## src/rtl/cache_port_arbiter.sv

```systemverilog
// Two-requester port controller for the 1024x16 data cache.
// Zero-fills the cache after reset, then grants one access per cycle.
module cache_port_arbiter #(
   parameter int unsigned AW             = 10,
   parameter int unsigned DW             = 16,
   parameter bit          CLEAR_ON_RESET = 1'b1,
   parameter bit          FIXED_PRIO     = 1'b0
) (
   input  logic          clk,
   input  logic          Reset,
   input  logic          r0_req,
   input  logic          r0_we,
   input  logic [AW-1:0] r0_addr,
   input  logic [DW-1:0] r0_wdata,
   output logic          r0_gnt,
   output logic          r0_rvalid,
   output logic [DW-1:0] r0_rdata,
   input  logic          r1_req,
   input  logic          r1_we,
   input  logic [AW-1:0] r1_addr,
   input  logic [DW-1:0] r1_wdata,
   output logic          r1_gnt,
   output logic          r1_rvalid,
   output logic [DW-1:0] r1_rdata,
   output logic          mem_write,
   output logic [AW-1:0] mem_waddr,
   output logic [DW-1:0] mem_wdata,
   output logic [AW-1:0] mem_raddr,
   input  logic [DW-1:0] mem_rdata,
   output logic          init_busy
);

   typedef enum logic {INIT, RUN} state_e;

   state_e        state_q, state_d;
   logic [AW-1:0] clr_q, clr_d;
   logic          last_q, last_d;
   logic          r0_rvalid_q, r1_rvalid_q;
   logic [DW-1:0] r0_rdata_q, r1_rdata_q;
   logic          win0, win1;

   // last_q = 1 means r1 held the previous grant, so r0 wins the next tie
   assign win0 = r0_req & (~r1_req | FIXED_PRIO | last_q);
   assign win1 = r1_req & ~win0;

   always_comb begin
      state_d   = state_q;
      clr_d     = clr_q;
      last_d    = last_q;
      r0_gnt    = 1'b0;
      r1_gnt    = 1'b0;
      mem_write = 1'b0;
      mem_waddr = r0_addr;
      mem_raddr = r0_addr;
      mem_wdata = r0_wdata;
      if (!Reset) begin
         unique case (state_q)
            INIT: begin
               mem_write = 1'b1;
               mem_waddr = clr_q;
               mem_wdata = '0;
               clr_d     = clr_q + AW'(1);
               if (&clr_q) state_d = RUN;
            end
            RUN: begin
               r0_gnt = win0;
               r1_gnt = win1;
               if (win0 | win1) begin
                  last_d    = win1;
                  mem_write = win1 ? r1_we    : r0_we;
                  mem_waddr = win1 ? r1_addr  : r0_addr;
                  mem_raddr = win1 ? r1_addr  : r0_addr;
                  mem_wdata = win1 ? r1_wdata : r0_wdata;
               end
            end
            default: state_d = INIT;
         endcase
      end
   end

   always_ff @(posedge clk) begin
      if (Reset) begin
         state_q     <= CLEAR_ON_RESET ? INIT : RUN;
         clr_q       <= '0;
         last_q      <= 1'b1;
         r0_rvalid_q <= 1'b0;
         r1_rvalid_q <= 1'b0;
         r0_rdata_q  <= '0;
         r1_rdata_q  <= '0;
      end else begin
         state_q     <= state_d;
         clr_q       <= clr_d;
         last_q      <= last_d;
         r0_rvalid_q <= r0_gnt & ~r0_we;
         r1_rvalid_q <= r1_gnt & ~r1_we;
         if (r0_gnt & ~r0_we) r0_rdata_q <= mem_rdata;
         if (r1_gnt & ~r1_we) r1_rdata_q <= mem_rdata;
      end
   end

   assign r0_rvalid = r0_rvalid_q;
   assign r1_rvalid = r1_rvalid_q;
   assign r0_rdata  = r0_rdata_q;
   assign r1_rdata  = r1_rdata_q;
   assign init_busy = (state_q == INIT);

endmodule

```

## config.mk

```make
export PLATFORM = sky130hd
export DESIGN_NAME = cache_port_arbiter
export DESIGN_NICKNAME = d
export VERILOG_FILES = /design/src/rtl/cache_port_arbiter.sv
export SDC_FILE = /design/constraint.sdc
export NUM_CORES = 1
export LEC_CHECK = 0
export CAP_MARGIN = 20
export CORE_MARGIN = 2
export CORE_UTILIZATION = 25
export CTS_CLUSTER_SIZE = 40
export DETAILED_ROUTE_END_ITERATION = 12
export PLACE_DENSITY = 0.58
export SLEW_MARGIN = 20
export SYNTH_ARGS = -nofsm -noshare
export SYNTH_HDL_FRONTEND = slang
export SYNTH_SLANG_ARGS = --single-unit
```

## constraint.sdc

```tcl
create_clock -name clk -period 2.57 [get_ports clk]
set_clock_uncertainty 0.1 [all_clocks]
set_input_delay 0.771 -clock clk [delete_from_list [all_inputs] [get_ports clk]]
set_output_delay 0.771 -clock clk [all_outputs]
set_load 0.01 [all_outputs]
```

==> results of run 1 <==
==> per-stage QoR <==
| step | util [%] | setup slack [ps] | instance area, um2 | instances |
|---|---|---|---|---|
| floorplan | - | 7.193 | 2546 | 297 |
| global placement | 43.91 | -868.3 | 4292 | 578 |
| detailed placement | 43.91 | -872.3 | 4292 | 578 |
| CTS | 44.00 | -141.8 | 4300 | 589 |
| global route | 47.07 | -165.8 | 4601 | 594 |
| finish | 47.07 | -130.6 | 4601 | 594 |
==> Yosys cell counts, types with 2 or more instances <==
master	instances
sky130_fd_sc_hd__a21oi_1	22
sky130_fd_sc_hd__a22oi_1	10
sky130_fd_sc_hd__buf_2	5
sky130_fd_sc_hd__clkbuf_1	14
sky130_fd_sc_hd__dfxtp_1	46
sky130_fd_sc_hd__inv_1	12
sky130_fd_sc_hd__mux2_1	9
sky130_fd_sc_hd__mux2_2	23
sky130_fd_sc_hd__nand2_1	8
sky130_fd_sc_hd__nand3_1	27
sky130_fd_sc_hd__nand4b_1	3
sky130_fd_sc_hd__nor2_1	6
sky130_fd_sc_hd__nor2b_1	34
sky130_fd_sc_hd__o211ai_1	11
sky130_fd_sc_hd__o21ai_0	38
sky130_fd_sc_hd__o31ai_1	2
sky130_fd_sc_hd__or3_1	3
sky130_fd_sc_hd__or4_1	3
sky130_fd_sc_hd__xor2_1	3
==> worst reg2reg max path, delay by kind of cell (launching register included) <==
| kind | cells | cell delay (ps) |
|---|---|---|
| and+or+nand+nor | 2 | 330 |
| buffers and inverters | 3 | 520 |
| DFF | 1 | 400 |
| muxes | 1 | 350 |
==> final timing paths <==
check,from,to,slack (ps),depth (start not counted)
min reg2reg,clr_q[9],clr_q[9],400,2
min,clr_q[9],clr_q[9],400,2
max reg2reg,last_q,r0_rdata[0],770,6
max,r0_req,mem_waddr[3],-130,6
==> layout make-up <==
cell class / count / area share, %
Multi-Input combinational cell: 217 / 37.50
Inverter: 13 / 1.061
Clock inverter: 2 / 0.2992
Tap cell: 133 / 3.617
Sequential cell: 46 / 20.02
Clock buffer: 6 / 1.577
Timing Repair Buffer: 177 / 35.93
==> per-layer routing <==
layer	up-vias	GRT usage, %	part of all wire [%]
met1	1316	18.39	42
li1	1398	-	-
met4	0	5.502	2.3
met5	-	0	0
met3	16	5.989	8.0
met2	110	27.03	48
==> power groups by stage <==
stage          Combinational [mW]  Sequential [mW]  Clock (mW)
5_1_grt                     0.393            0.723       0.494
4_1_cts                     0.315            0.722       0.471
6_report                    0.366            0.722       0.435
3_5_place_dp                0.336            0.739           0
2_1_floorplan               0.107            0.737           0
3_3_place_gp                0.333            0.739           0
==> sequential cells by signal (all words and copies together) (netlist names) <==
| name | count |
|---|---|
| r1_rvalid | 1 |
| r1_rdata | 16 |
| state_q | 1 |
| last_q | 1 |
| r0_rdata | 16 |
| r0_rvalid | 1 |
| clr_q | 10 |
==> cell families (layout without fill, tap and decap cells) <==
family	Yosys count	after routing	share of synthesized area, %
XOR/XNOR	4	4	1.386
flip-flops	46	46	36.44
AO/OA/AOI/OAI	88	88	20.15
buffers and inverters	35	198	5.891
multiplexers	33	33	14.65
AND/OR/NAND/NOR	90	91	20.99
adder cells (fa/ha/maj)	1	1	0.4950
==> layout by cell type (no fill, tap or decap), types with 2 or more instances in the layout <==
cell,instances
sky130_fd_sc_hd__or2_4,2
sky130_fd_sc_hd__nand3_2,13
sky130_fd_sc_hd__nor2b_1,34
sky130_fd_sc_hd__o211ai_1,11
sky130_fd_sc_hd__mux2_2,23
sky130_fd_sc_hd__buf_2,38
sky130_fd_sc_hd__nand4b_1,3
sky130_fd_sc_hd__a22oi_1,8
sky130_fd_sc_hd__buf_6,8
sky130_fd_sc_hd__xor2_1,3
sky130_fd_sc_hd__buf_4,14
sky130_fd_sc_hd__nand3_1,13
sky130_fd_sc_hd__clkbuf_16,2
sky130_fd_sc_hd__a21oi_2,10
sky130_fd_sc_hd__a21oi_1,12
sky130_fd_sc_hd__o21ai_1,11
sky130_fd_sc_hd__inv_1,12
sky130_fd_sc_hd__buf_8,2
sky130_fd_sc_hd__clkbuf_8,5
sky130_fd_sc_hd__a22oi_2,2
sky130_fd_sc_hd__buf_12,6
sky130_fd_sc_hd__nor2_1,5
sky130_fd_sc_hd__o31ai_1,2
sky130_fd_sc_hd__clkdlybuf4s50_1,103
sky130_fd_sc_hd__o21ai_4,5
sky130_fd_sc_hd__nand2_1,7
sky130_fd_sc_hd__or3_1,3
sky130_fd_sc_hd__dfxtp_1,46
sky130_fd_sc_hd__or4_1,3
sky130_fd_sc_hd__o21ai_0,11
sky130_fd_sc_hd__mux2_1,9
sky130_fd_sc_hd__o21ai_2,12
==> repair_timing <==
action	4_1_cts	5_1_grt
pin swaps	5	17
hold buffers	0	0
setup buffers	2	1
setup endpoints to repair	39	35
resized for setup	197	64
cloned	1	4
==> impl_summary.md, run 1 <==
Status
The run finished, with violations left. The checks that failed: negative setup slack.

Power and ir drop
The reported net switching power is 411.9 uW. The clock network accounts for 28.6% of the total power. VDD sags by at most 281.0 uV. Combinational logic burns 24.0% of the power.

The sequential share of power is between 40% and 50%. The share of total power consumed by net switching is 27.05%. The post-route total power is between 1.5 and 2 mW. Power spread over the standard cell area amounts to between 300 and 400 nW/um2. The total internal power is 1.111 mW. The analysis attributes to cell leakage a power of about 1.8 nW.

Critical path
The slowest stage of the critical path belongs to the cell sky130_fd_sc_hd__or2_4. The endpoint type of the worst setup path is a primary output. Of all nets on the critical path, the largest fanout is 5. The buffer and inverter count on the worst path is 3. The startpoint class of the critical path is an input pin. The required arrival time at the worst endpoint is roughly 1700 ps. The largest incremental delay on the critical path is 280 ps. Walking the worst path, the cells encountered are buf_8 > a21o_4 > or2_4 > buf_12 > o211ai_1 > buf_2. The kind of critical path is in -> out.

The critical path arrival is 1830 ps. Grouping stages by cell kind, the critical path spends the most delay in buffers and inverters.

STA
The post-route worst setup slack is -130.6 ps. Setup repair after global routing could not meet its margin everywhere. Timing would allow up to between 0.3 and 0.4 GHz. The final setup violation count is 28. The worst path uses 105.1% of the clock period. The final-report hold violation count was 0. The routed design could run at a clock period as short as 2701 ps. Across all hold checks on the routed design, the worst slack comes to 399.1 ps. The count of final max-slew check failures is 0. The relative max-transition margin is about four fifths. For the pin with the worst max-slew slack, the measured transition is ~310 ps. After routing, the total negative slack on setup checks comes to -1644 ps.

Drt
After detailed routing, the number of vias per cell comes to 4.781. In the final routed layout, each cell accounts on average for 15.53 um. The detailed router placed between 2000 and 3000 vias in this run. The total routed wirelength is between 9 and 10 mm. The number of DRC violations after detailed routing is 0. The count of nets left with antenna violations once routing finished came out at 0. The first-pass iteration count of the detailed router is 4. The number of DRC violations after detailed-routing iteration 0 is 57.

Floorplan
The die is 104.5 um tall. The floorplan step set the die width to 104.5 um. The I/O pin count is 148.

The starting utilization of the core area is 25.86%. The die footprint is around 11000 um2. The core region is a little under 10000 um2.

After floorplanning, the core was divided into 36 placement rows.

Synth
Summed over all instances, the cell type with the most area after synthesis is sky130_fd_sc_hd__dfxtp_1. The fraction of synthesis flops using an asynchronous set or reset pin is 0%. Counting every instance in the synthesized netlist gives approximately 300. The count of unique library cells instantiated by Yosys is 37. The leading register cell type out of synthesis is sky130_fd_sc_hd__dfxtp_1.

The share of the Yosys chip area taken by registers is 36.44%. The number of enable flip-flop cells after synthesis is 0. The count of synthesis-stage warnings from yosys is 0. The fraction of post-synthesis cell area in the top cell type by area is 36.44%. The synthesized design contains 46 register bits. The mapped netlist covers 2527 um2. The average footprint of a synthesized cell is 8.510 um2. In the post-synthesis netlist, the biggest area contributors are sky130_fd_sc_hd__dfxtp_1 36%, sky130_fd_sc_hd__mux2_2 10%, sky130_fd_sc_hd__nor2b_1 8.4%, sky130_fd_sc_hd__o21ai_0 7.5%, sky130_fd_sc_hd__nand3_1 5.3%.

The post-synth net total is between 300 and 400.

Clock tree
The CTS tree is yes. In this run, CTS created clock tree buffers numbering 5. The tree built by TritonCTS fans out to between 40 and 50 sinks. For the worst-skew pair, the clock arrives at the later sink with an insertion delay of 290 ps. Clock-pin slew was measured on the worst setup and hold paths at 80 ps.

The longest clock path from root to sink contains 2 buffers. The buffer cell driving the clock tree root is sky130_fd_sc_hd__clkbuf_8. CTS built an H-tree with a depth of 2.

GRT
The number of global-route vias before repair is 2866. Summed over all layers, the global routing overflow is 0. Global routing consumed, over all layers together, approximately 16% of the routing resources. The first global-routing pass estimated 14.28 mm of wire.

The initial antenna violation count is 0. The largest net degree at the start of global routing is 31.

Placement
Input and output buffers added on the ports amount to 147. The half-perimeter wire length after placement is around 6.3 mm. The last weighted congestion value of the routability-driven placer is 0.7694.

Layout
The combined area of the multi-input logic cells is 1725 um2. The post-layout net count is 535. Summing all flip-flop and latch instances after layout gives around 900 um2. The share of final-layout standard cells stronger than drive strength 1 is between 30% and 40%. The filler cell count is approximately 980. The layout-stage area growth over the synthesis result is 82.03%. The number of diodes is 0.

Worst hold path
In this run the worst hold path is classified as reg -> reg.

Flow run
Max-cap violations in this run came to 0.
Note: power is estimated with default switching activity, not from simulation.
==> inputs of run 2 (changes only) <==
--- a/config.mk
+++ b/config.mk
@@ -15,3 +15,4 @@
 export SYNTH_ARGS = -nofsm -noshare
 export SYNTH_HDL_FRONTEND = slang
 export SYNTH_SLANG_ARGS = --single-unit
+export TNS_END_PERCENT = 100
==> results of run 2 <==
Same layout as run 1: the final DEF is identical, and so are final timing and power.
